==> config.mk <==
export PLATFORM = sky130hd
export DESIGN_NAME = wb_ahb_master_bridge_flat
export DESIGN_NICKNAME = d
export VERILOG_FILES = /design/src/rtl/ahb_pkg.sv /design/src/rtl/wb_ahb_master_bridge_if.sv /design/src/rtl/wb_sel_decode.sv /design/src/rtl/wb_ahb_master_bridge.sv /design/src/flat_wrapper.sv
export SDC_FILE = /design/constraint.sdc
export NUM_CORES = 1
export LEC_CHECK = 0
export ABC_AREA = 0
export BUFFER_PORTS_ARGS = -buffer_cell sky130_fd_sc_hd__buf_2
export CAP_MARGIN = 30
export CORE_MARGIN = 3
export CORE_UTILIZATION = 49
export CTS_CLUSTER_SIZE = 10
export DETAILED_ROUTE_END_ITERATION = 6
export GPL_ROUTABILITY_DRIVEN = 0
export PLACE_DENSITY = 0.89
export SETUP_SLACK_MARGIN = 0.3
export SYNTH_ARGS = -nofsm -noshare
export SYNTH_HDL_FRONTEND = slang
export SYNTH_SLANG_ARGS = --single-unit
==> constraint.sdc <==
create_clock -name HCLK -period 2.7 [get_ports HCLK]
set_input_delay 0.54 -clock HCLK [delete_from_list [all_inputs] [get_ports HCLK]]
set_output_delay 0.54 -clock HCLK [all_outputs]
set_load 0.005 [all_outputs]
==> src/rtl/ahb_pkg.sv <==
// ahb_pkg
// Shared AHB-Lite encodings for the Wishbone-to-AHB master bridge:
// HTRANS/HSIZE/HBURST/HPROT codes, the bridge FSM state encoding and the
// result record produced by the SEL_I decoder.
package ahb_pkg;

    // HTRANS codes
    localparam logic [1:0] HTRANS_IDLE   = 2'b00;
    localparam logic [1:0] HTRANS_NONSEQ = 2'b10;

    // HSIZE codes
    localparam logic [2:0] HSIZE_BYTE = 3'b000;
    localparam logic [2:0] HSIZE_HALF = 3'b001;
    localparam logic [2:0] HSIZE_WORD = 3'b010;

    localparam logic [2:0] HBURST_SINGLE = 3'b000;
    localparam logic [3:0] HPROT_DATA    = 4'b0001;

    // Bridge FSM state encoding
    localparam logic [1:0] ST_IDLE = 2'd0;
    localparam logic [1:0] ST_ADDR = 2'd1;
    localparam logic [1:0] ST_DATA = 2'd2;
    localparam logic [1:0] ST_TERM = 2'd3;

    // Byte-lane decode result: legality, transfer size and HADDR[1:0]
    typedef struct packed {
        logic       legal;
        logic [2:0] size;
        logic [1:0] offset;
    } sel_decode_t;

endpackage

==> src/rtl/wb_ahb_master_bridge_if.sv <==
// wb_ahb_master_bridge_if
// Bus bundle for the bridge: the Wishbone B3 slave-side signals coming from
// the MAC DMA plus the AHB-Lite master signals going to the system bus.
//   modport master : the bridge's view (AHB master / Wishbone slave)
//   modport slave  : the environment's view (Wishbone master + AHB slave)
interface wb_ahb_master_bridge_if #(
    parameter int ADDR_WIDTH = 32,
    parameter int DATA_WIDTH = 32
);
    // Wishbone side
    logic [ADDR_WIDTH-1:0] ADR_I;
    logic [DATA_WIDTH-1:0] DAT_I;
    logic [3:0]            SEL_I;
    logic [2:0]            CTI_I;
    logic [1:0]            BTE_I;
    logic                  CYC_I;
    logic                  STB_I;
    logic                  WE_I;
    logic [DATA_WIDTH-1:0] DAT_O;
    logic                  ACK_O;
    logic                  ERR_O;
    logic                  RTY_O;

    // AHB-Lite side
    logic [ADDR_WIDTH-1:0] HADDR;
    logic [1:0]            HTRANS;
    logic                  HWRITE;
    logic [2:0]            HSIZE;
    logic [2:0]            HBURST;
    logic [3:0]            HPROT;
    logic                  HMASTLOCK;
    logic [DATA_WIDTH-1:0] HWDATA;
    logic [DATA_WIDTH-1:0] HRDATA;
    logic                  HREADY;
    logic                  HRESP;

    modport master (
        input  ADR_I, DAT_I, SEL_I, CTI_I, BTE_I, CYC_I, STB_I, WE_I,
        output DAT_O, ACK_O, ERR_O, RTY_O,
        output HADDR, HTRANS, HWRITE, HSIZE, HBURST, HPROT, HMASTLOCK, HWDATA,
        input  HRDATA, HREADY, HRESP
    );

    modport slave (
        output ADR_I, DAT_I, SEL_I, CTI_I, BTE_I, CYC_I, STB_I, WE_I,
        input  DAT_O, ACK_O, ERR_O, RTY_O,
        input  HADDR, HTRANS, HWRITE, HSIZE, HBURST, HPROT, HMASTLOCK, HWDATA,
        output HRDATA, HREADY, HRESP
    );

endinterface

==> src/rtl/wb_sel_decode.sv <==
// wb_sel_decode
// Purely combinational map from a Wishbone byte-lane select to an AHB
// transfer: only naturally aligned byte, halfword and word patterns are legal.
//   i_sel : Wishbone SEL_I
//   o_dec : {legal, HSIZE, HADDR[1:0]}
module wb_sel_decode
    import ahb_pkg::*;
(
    input  logic [3:0]  i_sel,
    output sel_decode_t o_dec
);

    always_comb begin
        o_dec = '{legal: 1'b0, size: HSIZE_WORD, offset: 2'b00};
        unique case (i_sel)
            4'b1111: o_dec = '{legal: 1'b1, size: HSIZE_WORD, offset: 2'b00};
            4'b0011: o_dec = '{legal: 1'b1, size: HSIZE_HALF, offset: 2'b00};
            4'b1100: o_dec = '{legal: 1'b1, size: HSIZE_HALF, offset: 2'b10};
            4'b0001: o_dec = '{legal: 1'b1, size: HSIZE_BYTE, offset: 2'b00};
            4'b0010: o_dec = '{legal: 1'b1, size: HSIZE_BYTE, offset: 2'b01};
            4'b0100: o_dec = '{legal: 1'b1, size: HSIZE_BYTE, offset: 2'b10};
            4'b1000: o_dec = '{legal: 1'b1, size: HSIZE_BYTE, offset: 2'b11};
            default: ;
        endcase
    end

endmodule

==> src/rtl/wb_ahb_master_bridge.sv <==
// wb_ahb_master_bridge
// Turns each Wishbone B3 beat from the ethmac DMA into one non-pipelined AHB
// SINGLE transfer. Illegal byte-lane selects and AHB ERROR responses are
// returned as ERR_O; RTY_O is never used.
//   HCLK, HRESETn : bridge clock, asynchronous active-low reset
//   bus           : wb_ahb_master_bridge_if.master (Wishbone + AHB-Lite)
module wb_ahb_master_bridge
    import ahb_pkg::*;
#(
    parameter int ADDR_WIDTH = 32,
    parameter int DATA_WIDTH = 32
) (
    input  logic                   HCLK,
    input  logic                   HRESETn,
    wb_ahb_master_bridge_if.master bus
);

    logic [1:0]            r_state;
    logic [ADDR_WIDTH-1:0] r_haddr;
    logic [2:0]            r_hsize;
    logic                  r_hwrite;
    logic [DATA_WIDTH-1:0] r_hwdata;
    logic [DATA_WIDTH-1:0] r_dato;
    logic                  r_ack;
    logic                  r_err;

    sel_decode_t           w_dec;
    logic                  w_req;
    logic                  w_unused;

    wb_sel_decode u_sel_decode (
        .i_sel (bus.SEL_I),
        .o_dec (w_dec)
    );

    assign w_req    = bus.CYC_I & bus.STB_I;
    assign w_unused = ^{bus.CTI_I, bus.BTE_I, bus.ADR_I[1:0]};

    always_ff @(posedge HCLK or negedge HRESETn) begin
        if (!HRESETn) begin
            r_state  <= ST_IDLE;
            r_haddr  <= '0;
            r_hsize  <= HSIZE_WORD;
            r_hwrite <= 1'b0;
            r_hwdata <= '0;
            r_dato   <= '0;
            r_ack    <= 1'b0;
            r_err    <= 1'b0;
        end else begin
            r_ack <= 1'b0;
            r_err <= 1'b0;
            case (r_state)
                ST_IDLE: begin
                    if (w_req) begin
                        if (w_dec.legal) begin
                            r_haddr  <= {bus.ADR_I[ADDR_WIDTH-1:2], w_dec.offset};
                            r_hsize  <= w_dec.size;
                            r_hwrite <= bus.WE_I;
                            r_hwdata <= bus.DAT_I;
                            r_state  <= ST_ADDR;
                        end else begin
                            r_err   <= 1'b1;
                            r_state <= ST_TERM;
                        end
                    end
                end
                ST_ADDR: begin
                    if (bus.HREADY) begin
                        r_state <= ST_DATA;
                    end
                end
                ST_DATA: begin
                    // HTRANS is already IDLE here, so the second cycle of a
                    // two-cycle ERROR response needs no special handling.
                    if (bus.HREADY) begin
                        r_state <= ST_TERM;
                        if (bus.HRESP) begin
                            r_err <= 1'b1;
                        end else begin
                            r_ack <= 1'b1;
                            if (!r_hwrite) begin
                                r_dato <= bus.HRDATA;
                            end
                        end
                    end
                end
                ST_TERM: begin
                    // Never re-sample STB_I here: it is still high from the
                    // beat being acknowledged.
                    r_state <= ST_IDLE;
                end
            endcase
        end
    end

    // Termination is registered; a master that has dropped CYC_I by the
    // termination cycle gets nothing.
    assign bus.ACK_O     = r_ack & bus.CYC_I;
    assign bus.ERR_O     = r_err & bus.CYC_I;
    assign bus.RTY_O     = 1'b0;
    assign bus.DAT_O     = r_dato;

    assign bus.HTRANS    = (r_state == ST_ADDR) ? HTRANS_NONSEQ : HTRANS_IDLE;
    assign bus.HADDR     = r_haddr;
    assign bus.HWRITE    = r_hwrite;
    assign bus.HSIZE     = r_hsize;
    assign bus.HWDATA    = r_hwdata;
    assign bus.HBURST    = HBURST_SINGLE;
    assign bus.HPROT     = HPROT_DATA;
    assign bus.HMASTLOCK = 1'b0;

endmodule

==> src/flat_wrapper.sv <==
// flat-port wrapper written by rule: the top's interface ports become plain ports
module wb_ahb_master_bridge_flat import ahb_pkg::*;
#(
    parameter int ADDR_WIDTH = 32,
    parameter int DATA_WIDTH = 32
)
  (HCLK, HRESETn, bus_ADR_I, bus_DAT_I, bus_SEL_I, bus_CTI_I, bus_BTE_I, bus_CYC_I, bus_STB_I, bus_WE_I, bus_DAT_O, bus_ACK_O, bus_ERR_O, bus_RTY_O, bus_HADDR, bus_HTRANS, bus_HWRITE, bus_HSIZE, bus_HBURST, bus_HPROT, bus_HMASTLOCK, bus_HWDATA, bus_HRDATA, bus_HREADY, bus_HRESP);
  wb_ahb_master_bridge_if #(.ADDR_WIDTH(ADDR_WIDTH), .DATA_WIDTH(DATA_WIDTH)) bus_i ();
  input  logic HCLK;
  input  logic HRESETn;
  input wire logic [$bits(bus_i.ADR_I)-1:0] bus_ADR_I;
  input wire logic [$bits(bus_i.DAT_I)-1:0] bus_DAT_I;
  input wire logic [$bits(bus_i.SEL_I)-1:0] bus_SEL_I;
  input wire logic [$bits(bus_i.CTI_I)-1:0] bus_CTI_I;
  input wire logic [$bits(bus_i.BTE_I)-1:0] bus_BTE_I;
  input wire logic [$bits(bus_i.CYC_I)-1:0] bus_CYC_I;
  input wire logic [$bits(bus_i.STB_I)-1:0] bus_STB_I;
  input wire logic [$bits(bus_i.WE_I)-1:0] bus_WE_I;
  output wire logic [$bits(bus_i.DAT_O)-1:0] bus_DAT_O;
  output wire logic [$bits(bus_i.ACK_O)-1:0] bus_ACK_O;
  output wire logic [$bits(bus_i.ERR_O)-1:0] bus_ERR_O;
  output wire logic [$bits(bus_i.RTY_O)-1:0] bus_RTY_O;
  output wire logic [$bits(bus_i.HADDR)-1:0] bus_HADDR;
  output wire logic [$bits(bus_i.HTRANS)-1:0] bus_HTRANS;
  output wire logic [$bits(bus_i.HWRITE)-1:0] bus_HWRITE;
  output wire logic [$bits(bus_i.HSIZE)-1:0] bus_HSIZE;
  output wire logic [$bits(bus_i.HBURST)-1:0] bus_HBURST;
  output wire logic [$bits(bus_i.HPROT)-1:0] bus_HPROT;
  output wire logic [$bits(bus_i.HMASTLOCK)-1:0] bus_HMASTLOCK;
  output wire logic [$bits(bus_i.HWDATA)-1:0] bus_HWDATA;
  input wire logic [$bits(bus_i.HRDATA)-1:0] bus_HRDATA;
  input wire logic [$bits(bus_i.HREADY)-1:0] bus_HREADY;
  input wire logic [$bits(bus_i.HRESP)-1:0] bus_HRESP;
  assign bus_i.ADR_I = bus_ADR_I;
  assign bus_i.DAT_I = bus_DAT_I;
  assign bus_i.SEL_I = bus_SEL_I;
  assign bus_i.CTI_I = bus_CTI_I;
  assign bus_i.BTE_I = bus_BTE_I;
  assign bus_i.CYC_I = bus_CYC_I;
  assign bus_i.STB_I = bus_STB_I;
  assign bus_i.WE_I = bus_WE_I;
  assign bus_DAT_O = bus_i.DAT_O;
  assign bus_ACK_O = bus_i.ACK_O;
  assign bus_ERR_O = bus_i.ERR_O;
  assign bus_RTY_O = bus_i.RTY_O;
  assign bus_HADDR = bus_i.HADDR;
  assign bus_HTRANS = bus_i.HTRANS;
  assign bus_HWRITE = bus_i.HWRITE;
  assign bus_HSIZE = bus_i.HSIZE;
  assign bus_HBURST = bus_i.HBURST;
  assign bus_HPROT = bus_i.HPROT;
  assign bus_HMASTLOCK = bus_i.HMASTLOCK;
  assign bus_HWDATA = bus_i.HWDATA;
  assign bus_i.HRDATA = bus_HRDATA;
  assign bus_i.HREADY = bus_HREADY;
  assign bus_i.HRESP = bus_HRESP;
  wb_ahb_master_bridge #(.ADDR_WIDTH(ADDR_WIDTH), .DATA_WIDTH(DATA_WIDTH)) u_core (.HCLK(HCLK), .HRESETn(HRESETn), .bus(bus_i));
endmodule
==> out/qor.yml, run 1 <==
critical_path:
  critical-path-slowest-cell: "dfrtp_1"
  reg2reg_slack_ps: 480
  crit_arrival_ps: 2460
  reg2reg_depth: 6
  crit_chain: "inv_1 -> ha_1 -> nand3_1 -> a21oi_4 -> buf_4 -> mux2_2"
  worstPathRequired_ps: 2940
  worst-path-max-fanout: 32
  crit_path_start_kind: "register"
  endpoint: "u_core.bus.HADDR[19]"
  r2r-start: "u_core.r_state[0]"
  worstSetupPathType: "register to register"
  slowest_delay_ps: 420
  cp-startpoint: "u_core.r_state[0]"
  cp-end-kind: "register"
  r2r-end: "u_core.bus.HADDR[19]"
place:
  port_buffers: 206
  post-place-ws_ps: 481
  dp_cells: 587
  post-dp-hpwl_um: 7240
  place_area_um2: 5350
logic_synthesis:
  synth_top_cell_by_area: "dfrtp_1"
  ys_seq_area_share_pct: 60.3
  synthCells: 287
  yosysUniqueCellTypes: 38
  ys_warn_count: 0
  syn-cell-area_um2: 4280
  synth_area_per_cell_um2: 14.9
  ys_ff_latch: 103
  synth_top_area_share_pct: 59.7
  synthTopCellsByArea: "dfrtp_1 (60%), mux2_2 (22%), mux2_4 (3.2%)"
sta:
  fmax_mhz: 450
  maxSlewHeadroom_pct: 61.6
  rsz0062_at_grt: "false"
  slew_viol_final: 0
  hold_violations: 0
  setup_violations: 0
  worst_pin_slew_ps: 575
  min_period_over_period_pct: 82.4
  tns_ps: 0
  skew_ps: 18.1
  worst_slack_ps: 476
  period_needed_ps: 2220
  holdWs_ps: 188
detailed_routing:
  drcViolationCount: 0
  drt_first_pass_iters: 4
  wirelength_um: 9570
  vias: 3002
  routed_via_density: 4.98
  drt_iter0_markers: 70
  wl_per_cell_um: 15.9
  ant_nets: 0
pwr:
  p_comb_share_pct: 36.1
  sequentialPowerShare_pct: 47.7
  swShare_pct: 30.8
  power.density_nw_per_um2: 999
  power.internal_mw: 3.82
  peakVddDrop_uv: 553
  net-switching-power_mw: 1.70
  finalPower_mw: 5.52
  power.share.clock_pct: 16.2
  p_leak_nw: 2.81
global_routing:
  grt_usage_pct: 19.6
  grt_pass1_wl_um: 15300
  grt_max_degree: 104
  grt_overflow: 0
  antenna_found_initial: 0
  first_global_vias: 3203
clock_network:
  cts.sinks: 103
  ctsResizeCount: 0
  clk_pin_slew_worst_paths_ps: 100
  root_buffer: "clkbuf_8"
  postCtsHoldBufs: 0
  htreeDepth: 3
  post_cts_buffers: 0
  cts_tree: "yes"
  clock_latency_ps: 360
  cts_buffers: 9
  cts_buffer_depth: 2
floorplanning:
  die_w_um: 99.4
  die_area_um2: 9880
  rows: 33
  coreArea_um2: 8340
  start_util_pct: 51.3
  ios: 225
  die_y_um: 99.4
min_path:
  hold_path_class: "primary input to async pin"
status:
  outcome: "finished clean"
cells_and_area:
  layout_common_cells: "buf_2 (205), dfrtp_1 (102), mux2_2 (85)"
  finalCoreUtilization_pct: 66.2
  drive_gt1_share_pct: 65.3
  final_cell_area_um2: 5520
  n_antenna_cell: 0
  instances_no_fill: 603
  nets: 608
  area_growth_pct: 29.2
  final_common_cell: "buf_2"
run:
  maxCapViolations: 0
==> cell type report <==
type	count	area, um^2
clock buffers	9	124
clock inverters	7	55.1
fillers	651	2820
inverters	4	15.0
multi-input cells	165	1530
flip-flops and latches	103	2580
well taps	105	131
repair buffers	210	1090
==> sequential cells by signal, indices dropped and copies added (netlist names) <==
signal / flops
u_core.bus.HWDATA: 32
u_core.bus.DAT_O: 32
u_core.bus.HADDR: 32
u_core.r_err: 1
u_core.r_state: 2
u_core.r_ack: 1
u_core.bus.HSIZE: 2
u_core.bus.HWRITE: 1
==> power groups by stage <==
stage / Clock [mW] / Sequential (mW) / Combinational, mW
floorplan: 0 / 2.71 / 0.937
global placement: 0 / 2.61 / 1.93
detailed placement: 0 / 2.66 / 2.03
CTS: 0.919 / 2.64 / 2.04
global route: 0.991 / 2.73 / 2.18
finish: 0.894 / 2.63 / 1.99
==> per-layer routing <==
layer	track usage [%]	vias to the layer above	wire, um
li1	-	1394	-
met1	22.3	1433	3530
met2	34.8	163	4950
met3	6.38	12	934
met4	6.41	0	148
met5	0	-	0
==> worst min path at each step <==
stage | cells after the start | to | slack, ps
2_1_floorplan | 0 | u_core.bus.DAT_O[0] | 240
3_3_place_gp | 1 | u_core.bus.HADDR[4] | 470
3_5_place_dp | 1 | u_core.bus.DAT_O[19] | 490
4_1_cts | 2 | u_core.bus.DAT_O[22] | 260
5_1_grt | 2 | u_core.bus.DAT_O[22] | 260
6_report | 2 | u_core.bus.DAT_O[22] | 190
==> synthesized netlist by cell type <==
library cell  instances
inv_1                 4
o21ai_2               1
mux2_4                9
clkbuf_1              2
nand2_1              11
a311o_1               1
a211oi_1              1
o211ai_1              1
dfrtp_1             102
a22o_1                1
o21ai_0               4
buf_2                 3
nand3_1               3
o22ai_1               3
xnor2_1               1
buf_6                 7
o21bai_1              2
o311ai_0              1
mux2_2               85
nor2_4                1
a21boi_0              1
mux2i_1               3
buf_4                11
o32a_1                1
mux2_1                1
a221oi_1              1
dfstp_2               1
nor3_1                2
a21oi_1               2
a21oi_4               1
clkbuf_2              1
conb_1                2
a31oi_1               1
and3_1                2
nor2b_1               2
nor2_1                7
and2_1                2
ha_1                  3
==> worst max-delay path, delay by kind of cell (launching register included) <==
family	cells	cell delay, ps
simple gates	1	270
buf+inv	2	500
compound gates	1	240
fa+ha+maj	1	270
flops	1	420
mux	1	400
==> logic make-up after synthesis <==
| family | Yosys count | synth area share, % |
|---|---|---|
| AO/OA/AOI/OAI | 22 | 3.83 |
| XOR/XNOR | 1 | 0.205 |
| adder cells (fa/ha/maj) | 3 | 0.878 |
| buffers and inverters | 28 | 4.77 |
| flip-flops | 103 | 60.3 |
| multiplexers | 98 | 26.5 |
| other | 2 | 0.176 |
| AND/OR/NAND/NOR | 30 | 3.31 |
(Power assumes the default switching activity.)
==> inputs of run 2 (changes only) <==
Settings changed: CORE_UTILIZATION 49 to 41, PLACE_DENSITY 0.89 to 0.8.
Clock period 2.7 ns to 1.9 ns, I/O delays scaled along.
==> out/qor.yml, run 2 (synthesis gave the netlist of run 1 again) <==
pwr:
  sequentialPowerShare_pct: 41.9  # was 47.7%
  finalPower_mw: 9.06  # was 5.52 mW
  power.share.clock_pct: 17.3  # was 16.2%
  p_comb_share_pct: 40.8  # was 36.1%
  peakVddDrop_uv: 830  # was 553 uV
  swShare_pct: 29.3  # was 30.8%
  net-switching-power_mw: 2.65  # was 1.70 mW
  power.density_nw_per_um2: 1410  # was 999 nW/um^2
  power.internal_mw: 6.41  # was 3.82 mW
  p_leak_nw: 3.24  # was 2.81 nW
critical_path:
  reg2reg_slack_ps: 190  # was 480 ps
  worstSetupPathType: "register to register"  # unchanged
  worst-path-max-fanout: 8  # was 32
  cp-end-kind: "register"  # unchanged
  critical-path-slowest-cell: "dfrtp_1"  # unchanged
  worstPathRequired_ps: 2140  # was 2940 ps
  crit_path_start_kind: "register"  # unchanged
  slowest_delay_ps: 410  # was 420 ps
  crit_chain: "inv_2 -> buf_4 -> ha_4 -> nand2_2 -> nor3_4 -> buf_6 -> clkbuf_16 -> mux2_2"  # was inv_1 -> ha_1 -> nand3_1 -> a21oi_4 -> buf_4 -> mux2_2
  crit_arrival_ps: 1960  # was 2460 ps
detailed_routing:
  drcViolationCount: 0  # unchanged
  vias: 3232  # was 3,002
  wl_per_cell_um: 17.9  # was 15.9 um
  routed_via_density: 4.87  # was 4.98
  drt_iter0_markers: 58  # was 70
  drt_first_pass_iters: 6  # was 4
  wirelength_um: 11900  # was 9570 um
  ant_nets: 0  # unchanged
cells_and_area:
  instances_no_fill: 663  # was 603
  area_growth_pct: 50.6  # was 29.2%
  final_common_cell: "buf_2"  # unchanged
  drive_gt1_share_pct: 70.4  # was 65.3%
  nets: 641  # was 608
  layout_common_cells: "buf_2 (204), dfrtp_1 (102), mux2_4 (64)"  # was buf_2 (205), dfrtp_1 (102), mux2_2 (85)
  n_antenna_cell: 0  # unchanged
  final_cell_area_um2: 6440  # was 5520 um^2
sta:
  fmax_mhz: 583  # was 450 MHz
  skew_ps: 9.82  # was 18.1 ps
  rsz0062_at_grt: "true"  # was false
  slew_viol_final: 0  # unchanged
  tns_ps: 0  # unchanged
  min_period_over_period_pct: 90.2  # was 82.4%
  period_needed_ps: 1710  # was 2220 ps
  hold_violations: 0  # unchanged
  setup_violations: 0  # unchanged
global_routing:
  antenna_found_initial: 0  # unchanged
  grt_pass1_wl_um: 17200  # was 15,300 um
  grt_usage_pct: 19.0  # was 19.6%
  first_global_vias: 3446  # was 3,203
  grt_overflow: 0  # unchanged
  grt_max_degree: 57  # was 104
place:
  port_buffers: 206  # unchanged
  dp_cells: 623  # was 587
  post-dp-hpwl_um: 7600  # was 7240 um
  place_area_um2: 5520  # was 5350 um^2
clock_network:
  clk_pin_slew_worst_paths_ps: 100  # about the same
  htreeDepth: 3  # unchanged
  clock_latency_ps: 360  # about the same
  cts_tree: "yes"  # unchanged
  cts_buffers: 9  # unchanged
  cts_buffer_depth: 2  # unchanged
  root_buffer: "clkbuf_8"  # unchanged
  cts.sinks: 103  # unchanged
floorplanning:
  ios: 225  # unchanged
  die_area_um2: 11700  # was 9880 um^2
  die_y_um: 108  # was 99.4 um
  coreArea_um2: 9950  # was 8340 um^2
  die_w_um: 108  # was 99.4 um
  start_util_pct: 42.9  # was 51.3%
  rows: 36  # was 33
min_path:
  hold_path_class: "primary input to register"  # was primary input to async pin
status:
  outcome: "finished clean"  # unchanged
run:
  maxCapViolations: 0  # unchanged
## run 2: worst max-delay path: cells and delay by family, from the launching register on
| kind | cells | cell delay (ps) |
|---|---|---|
| buffers and inverters | 4 | 500 |
| DFF | 1 | 410 |
| and+or+nand+nor | 2 | 220 |
| muxes | 1 | 330 |
| adders and majority gates | 1 | 130 |
## run 2: routing by layer
layer | global-route usage (%) | part of all wire, %
met3 | 4.72 | 8.2
met5 | 0 | 0
met4 | 6.22 | 1.2
met1 | 22.4 | 38
met2 | 34.0 | 53
## run 2: worst paths after layout
check | startpoint | endpoint | cells after the start
min | bus_DAT_I[17] | u_core.bus.HWDATA[17] | 2
max | u_core.r_state[0] | u_core.bus.DAT_O[27] | 8
min in group asynchronous | HRESETn | u_core.bus.HADDR[0] | 2
max reg2reg | u_core.r_state[0] | u_core.bus.DAT_O[27] | 8
min reg2reg | u_core.bus.DAT_O[21] | u_core.bus.DAT_O[21] | 1
max in group asynchronous | HRESETn | u_core.bus.HWDATA[27] | 3
## run 2: layout make-up
cell class,count,area [um^2]
fillers,739,3520
flip-flops and latches,103,2580
inverters,4,15.0
well taps,133,166
clock inverters,4,77.6
repair buffers,243,1610
multi-input cells,165,1830
clock buffers,11,151
## run 2: power by group through the flow
stage | Clock, mW | Combinational (mW) | Sequential (mW)
after floorplan | 0 | 1.43 | 3.86
after global placement | 0 | 2.88 | 3.73
after detailed placement | 0 | 2.98 | 3.80
after CTS | 1.60 | 3.38 | 3.78
after global routing | 1.71 | 3.99 | 3.94
final | 1.57 | 3.69 | 3.80
## run 2: repair_timing
| action | 4_1_cts | 5_1_grt |
|---|---|---|
| resized for setup | 45 | 37 |
| setup endpoints to repair | 96 | 101 |
| hold endpoints to repair | 25 | 0 |
| setup buffers | 10 | 4 |
| gates cloned | 7 | 3 |
| hold buffers | 1 | 0 |
| pin swaps | 2 | 5 |
## run 2: per-stage QoR
| stage | worst slack (ps) | hold slack (ps) | utilization (%) |
|---|---|---|---|
| after floorplan | 181 | 84.4 | - |
| after global placement | 83.5 | 322 | 55.4 |
| after detailed placement | 21.0 | 328 | 55.4 |
| after CTS | 163 | 223 | 62.1 |
| after global routing | 115 | 224 | 64.7 |
| final | 185 | 242 | 64.7 |
==> inputs of run 3 (changes only) <==
Settings changed: SYNTH_HIERARCHICAL set to 1.
==> out/qor.yml, run 3 <==
pwr:
  power.internal_mw: 6.15  # was 6.41 mW
  p_comb_share_pct: 40.7  # was 40.8%
  power.density_nw_per_um2: 1410  # about the same
  swShare_pct: 29.5  # was 29.3%
  p_leak_nw: 3.29  # was 3.24 nW
  sequentialPowerShare_pct: 44.2  # was 41.9%
  net-switching-power_mw: 2.58  # was 2.65 mW
  peakVddDrop_uv: 613  # was 830 uV
  power.share.clock_pct: 15.2  # was 17.3%
logic_synthesis:
  synth-simple-area-share_pct: 2.43  # was 3.31%
  synth_area_per_cell_um2: 16.0  # was 14.9 um^2
  synth.mux.area_fraction_pct: 28.4  # was 26.5%
  synthCells: 264  # was 287
  synth_top_family_by_area: "multiplexers"  # unchanged
  synthTopCellsByArea: "dfrtp_1 (61%), mux2_2 (21%), mux2_4 (7.1%)"  # was dfrtp_1 (60%), mux2_2 (22%), mux2_4 (3.2%)
  async_reset_ff_share_pct: 100  # unchanged
  synth_most_common_cell: "dfrtp_1"  # unchanged
  synthAdderAreaFrac_pct: 1.18  # was 0.878%
  syn-cell-area_um2: 4230  # was 4280 um^2
  synthXorXnorAreaFrac_pct: 0.207  # was 0.205%
  ys_warn_count: 6  # was 0
  synth_flop_cell: "dfrtp_1"  # unchanged
  synth_top_cell_by_area: "dfrtp_1"  # unchanged
  synth_compound_area_share_pct: 1.89  # was 3.83%
  ys_seq_area_share_pct: 61.6  # was 60.3%
  synth_top_area_share_pct: 60.9  # was 59.7%
  synth_edf_count: 0  # unchanged
  synth_commonest_cells: "dfrtp_1 (103), mux2_2 (78), mux2_4 (20)"  # was dfrtp_1 (102), mux2_2 (85), buf_4 (11), nand2_1 (11), mux2_4 (9)
  ys_ff_latch: 104  # was 103
  yosysUniqueCellTypes: 29  # was 38
detailed_routing:
  wl_met2_um: 5790  # was 6290 um
  drt_first_pass_iters: 4  # was 6
  top_layer: "met4"  # unchanged
  routed_via_density: 4.78  # was 4.87
  met1Wirelength_um: 4230  # was 4470 um
  wl_per_cell_um: 17.3  # was 17.9 um
  vias: 3033  # was 3,232
  wirelength_um: 11000  # was 11,900 um
  ant_nets: 0  # unchanged
  routed-wl-met3_um: 847  # was 974 um
  drcViolationCount: 0  # unchanged
  drt_iter0_markers: 109  # was 58
clock_network:
  cts_buffer_depth: 2  # unchanged
  postCtsHoldBufs: 0  # was 1
  cts_tree: "yes"  # unchanged
  clock_latency_ps: 350  # was 360 ps
  clk_pin_slew_worst_paths_ps: 100  # about the same
  cts.sinks: 104  # was 103
  cts_buffers: 9  # unchanged
  root_buffer: "clkbuf_8"  # unchanged
  htreeDepth: 3  # unchanged
sta:
  period_needed_ps: 1640  # was 1710 ps
  rsz0062_at_grt: "true"  # unchanged
  worst_slack_ps: 263  # was 185 ps
  slew_viol_final: 0  # unchanged
  setup_violations: 0  # unchanged
  min_period_over_period_pct: 86.2  # was 90.2%
  hold_violations: 0  # unchanged
  worst_pin_slew_ps: 535
  maxSlewHeadroom_pct: 64.4
  holdWs_ps: 81.0  # was 242 ps
  fmax_mhz: 611  # was 583 MHz
  skew_ps: 13.0  # was 9.82 ps
floorplanning:
  die_area_um2: 11600  # was 11,700 um^2
  die_w_um: 108  # about the same
  die_y_um: 108  # about the same
  rows: 36  # unchanged
  coreArea_um2: 9910  # was 9950 um^2
  ios: 225  # unchanged
  start_util_pct: 42.7  # was 42.9%
cells_and_area:
  instances_no_fill: 635  # was 663
  nets: 615  # was 641
  area_growth_pct: 46.1  # was 50.6%
  finalCoreUtilization_pct: 62.4  # was 64.7%
  layout_common_cells: "buf_2 (206), dfrtp_1 (103), mux2_4 (53)"  # was buf_2 (204), dfrtp_1 (102), mux2_4 (64)
  multi_input_area_um2: 1670  # was 1830 um^2
  n_antenna_cell: 0  # unchanged
  num-fill-cells: 782  # was 739
  regArea_um2: 2600  # was 2580 um^2
  final_cell_area_um2: 6180  # was 6440 um^2
  final_common_cell: "buf_2"  # unchanged
  drive_gt1_share_pct: 72.3  # was 70.4%
run:
  maxCapViolations: 0  # unchanged
critical_path:
  crit_arrival_ps: 1880  # was 1960 ps
  slowest_delay_ps: 450  # was 410 ps
  crit_chain: "ha_4 -> and4bb_4 -> buf_6 -> buf_12 -> buf_16 -> mux2_4"  # was inv_2 -> buf_4 -> ha_4 -> nand2_2 -> nor3_4 -> buf_6 -> clkbuf_16 -> mux2_2
  worstPathRequired_ps: 2140  # about the same
  crit_path_start_kind: "register"  # unchanged
  worstSetupPathType: "register to register"  # unchanged
  cp-end-kind: "register"  # unchanged
  critical-path-slowest-cell: "dfrtp_1"  # unchanged
  worst-path-max-fanout: 8  # unchanged
global_routing:
  grt_max_degree: 105  # was 57
  first_global_vias: 3162  # was 3,446
  grt_pass1_wl_um: 15600  # was 17,200 um
  grt_usage_pct: 17.5  # was 19.0%
  antenna_found_initial: 0  # unchanged
  grt_overflow: 0  # unchanged
place:
  place_area_um2: 5480  # was 5520 um^2
  post-place-ws_ps: -57.9  # was 21.0 ps
  dp_cells: 604  # was 623
  post-dp-hpwl_um: 7220  # was 7600 um
  port_buffers: 207  # was 206
status:
  outcome: "finished clean"  # unchanged
min_path:
  hold_path_class: "primary input to async pin"  # was primary input to register
==> run 3: changes by cell type after synthesis, sizes merged, moves of 3 or more <==
cell,change
mux2,+5
mux2i,-3
nand2,-10
nor2,-5
o21ai,-3
o22ai,-3
==> run 3: path summary, 6_finish.rpt <==
check / cells after the start / slack [ps] / to / start
min in group HCLK: 2 / 250 / u_core/bus.HWDATA[13] / bus_DAT_I[13]
worst max-delay path: 6 / 260 / u_core/bus.DAT_O[11] / u_core/r_state[1]
worst max register to register: 6 / 260 / u_core/bus.DAT_O[11] / u_core/r_state[1]
max in group asynchronous: 2 / 1410 / u_core/r_state[0] / HRESETn
worst min register to register: 1 / 510 / u_core/bus.HADDR[20] / u_core/bus.HADDR[20]
worst min-delay path: 2 / 80 / u_core/bus.HWDATA[27] / HRESETn
==> run 3: stage by stage <==
| step | TNS [ps] | power, mW |
|---|---|---|
| floorplan | 0 | 5.34 |
| global placement | -56.8 | 6.71 |
| detailed placement | -281 | 6.91 |
| CTS | 0 | 8.50 |
| global route | 0 | 9.30 |
| finish | 0 | 8.72 |
==> run 3: area by class of cell <==
type / count / share of cell area (%)
Clock inverter: 5 / 0.952
Timing Repair Buffer: 238 / 25.0
Clock buffer: 9 / 2.00
Multi-Input combinational cell: 143 / 27.0
Sequential cell: 104 / 42.1
Inverter: 3 / 0.182
Tap cell: 133 / 2.69
==> run 3: cell families after synthesis <==
group,after synthesis
DFF,104
muxes,100
buffers and inverters,25
and+or+nand+nor,17
AOI/OAI and AO/OA,10
adders and majority gates,4
other,3
xor gates and xnor gates,1
==> run 3: power by group through the flow <==
stage	Clock, mW	Sequential (mW)	Combinational (mW)
floorplan	0	3.94	1.40
global placement	0	3.78	2.93
detailed placement	0	3.87	3.04
CTS	1.38	3.84	3.28
global route	1.47	3.99	3.84
finish	1.32	3.85	3.55
==> run 3: what timing repair did <==
action,4_1_cts,5_1_grt
endpoints found under the setup margin,100,98
pin swaps,2,1
endpoints found under the hold margin,0,0
buffers inserted,9,0
resized for setup,14,46
gates cloned,5,3
==> run 3: metal layers <==
metal,global-route usage (%),vias to the layer above
li1,-,1379
met1,19.6,1518
met2,32.0,129
met3,5.52,7
met4,4.42,0
met5,0,-
==> run 3: critical path: cells and delay by family, from the launching register on <==
| family | cells | cell delay [ps] |
|---|---|---|
| DFF | 1 | 450 |
| and+or+nand+nor | 1 | 200 |
| adders and majority gates | 1 | 180 |
| buffers and inverters | 3 | 390 |
| muxes | 1 | 290 |
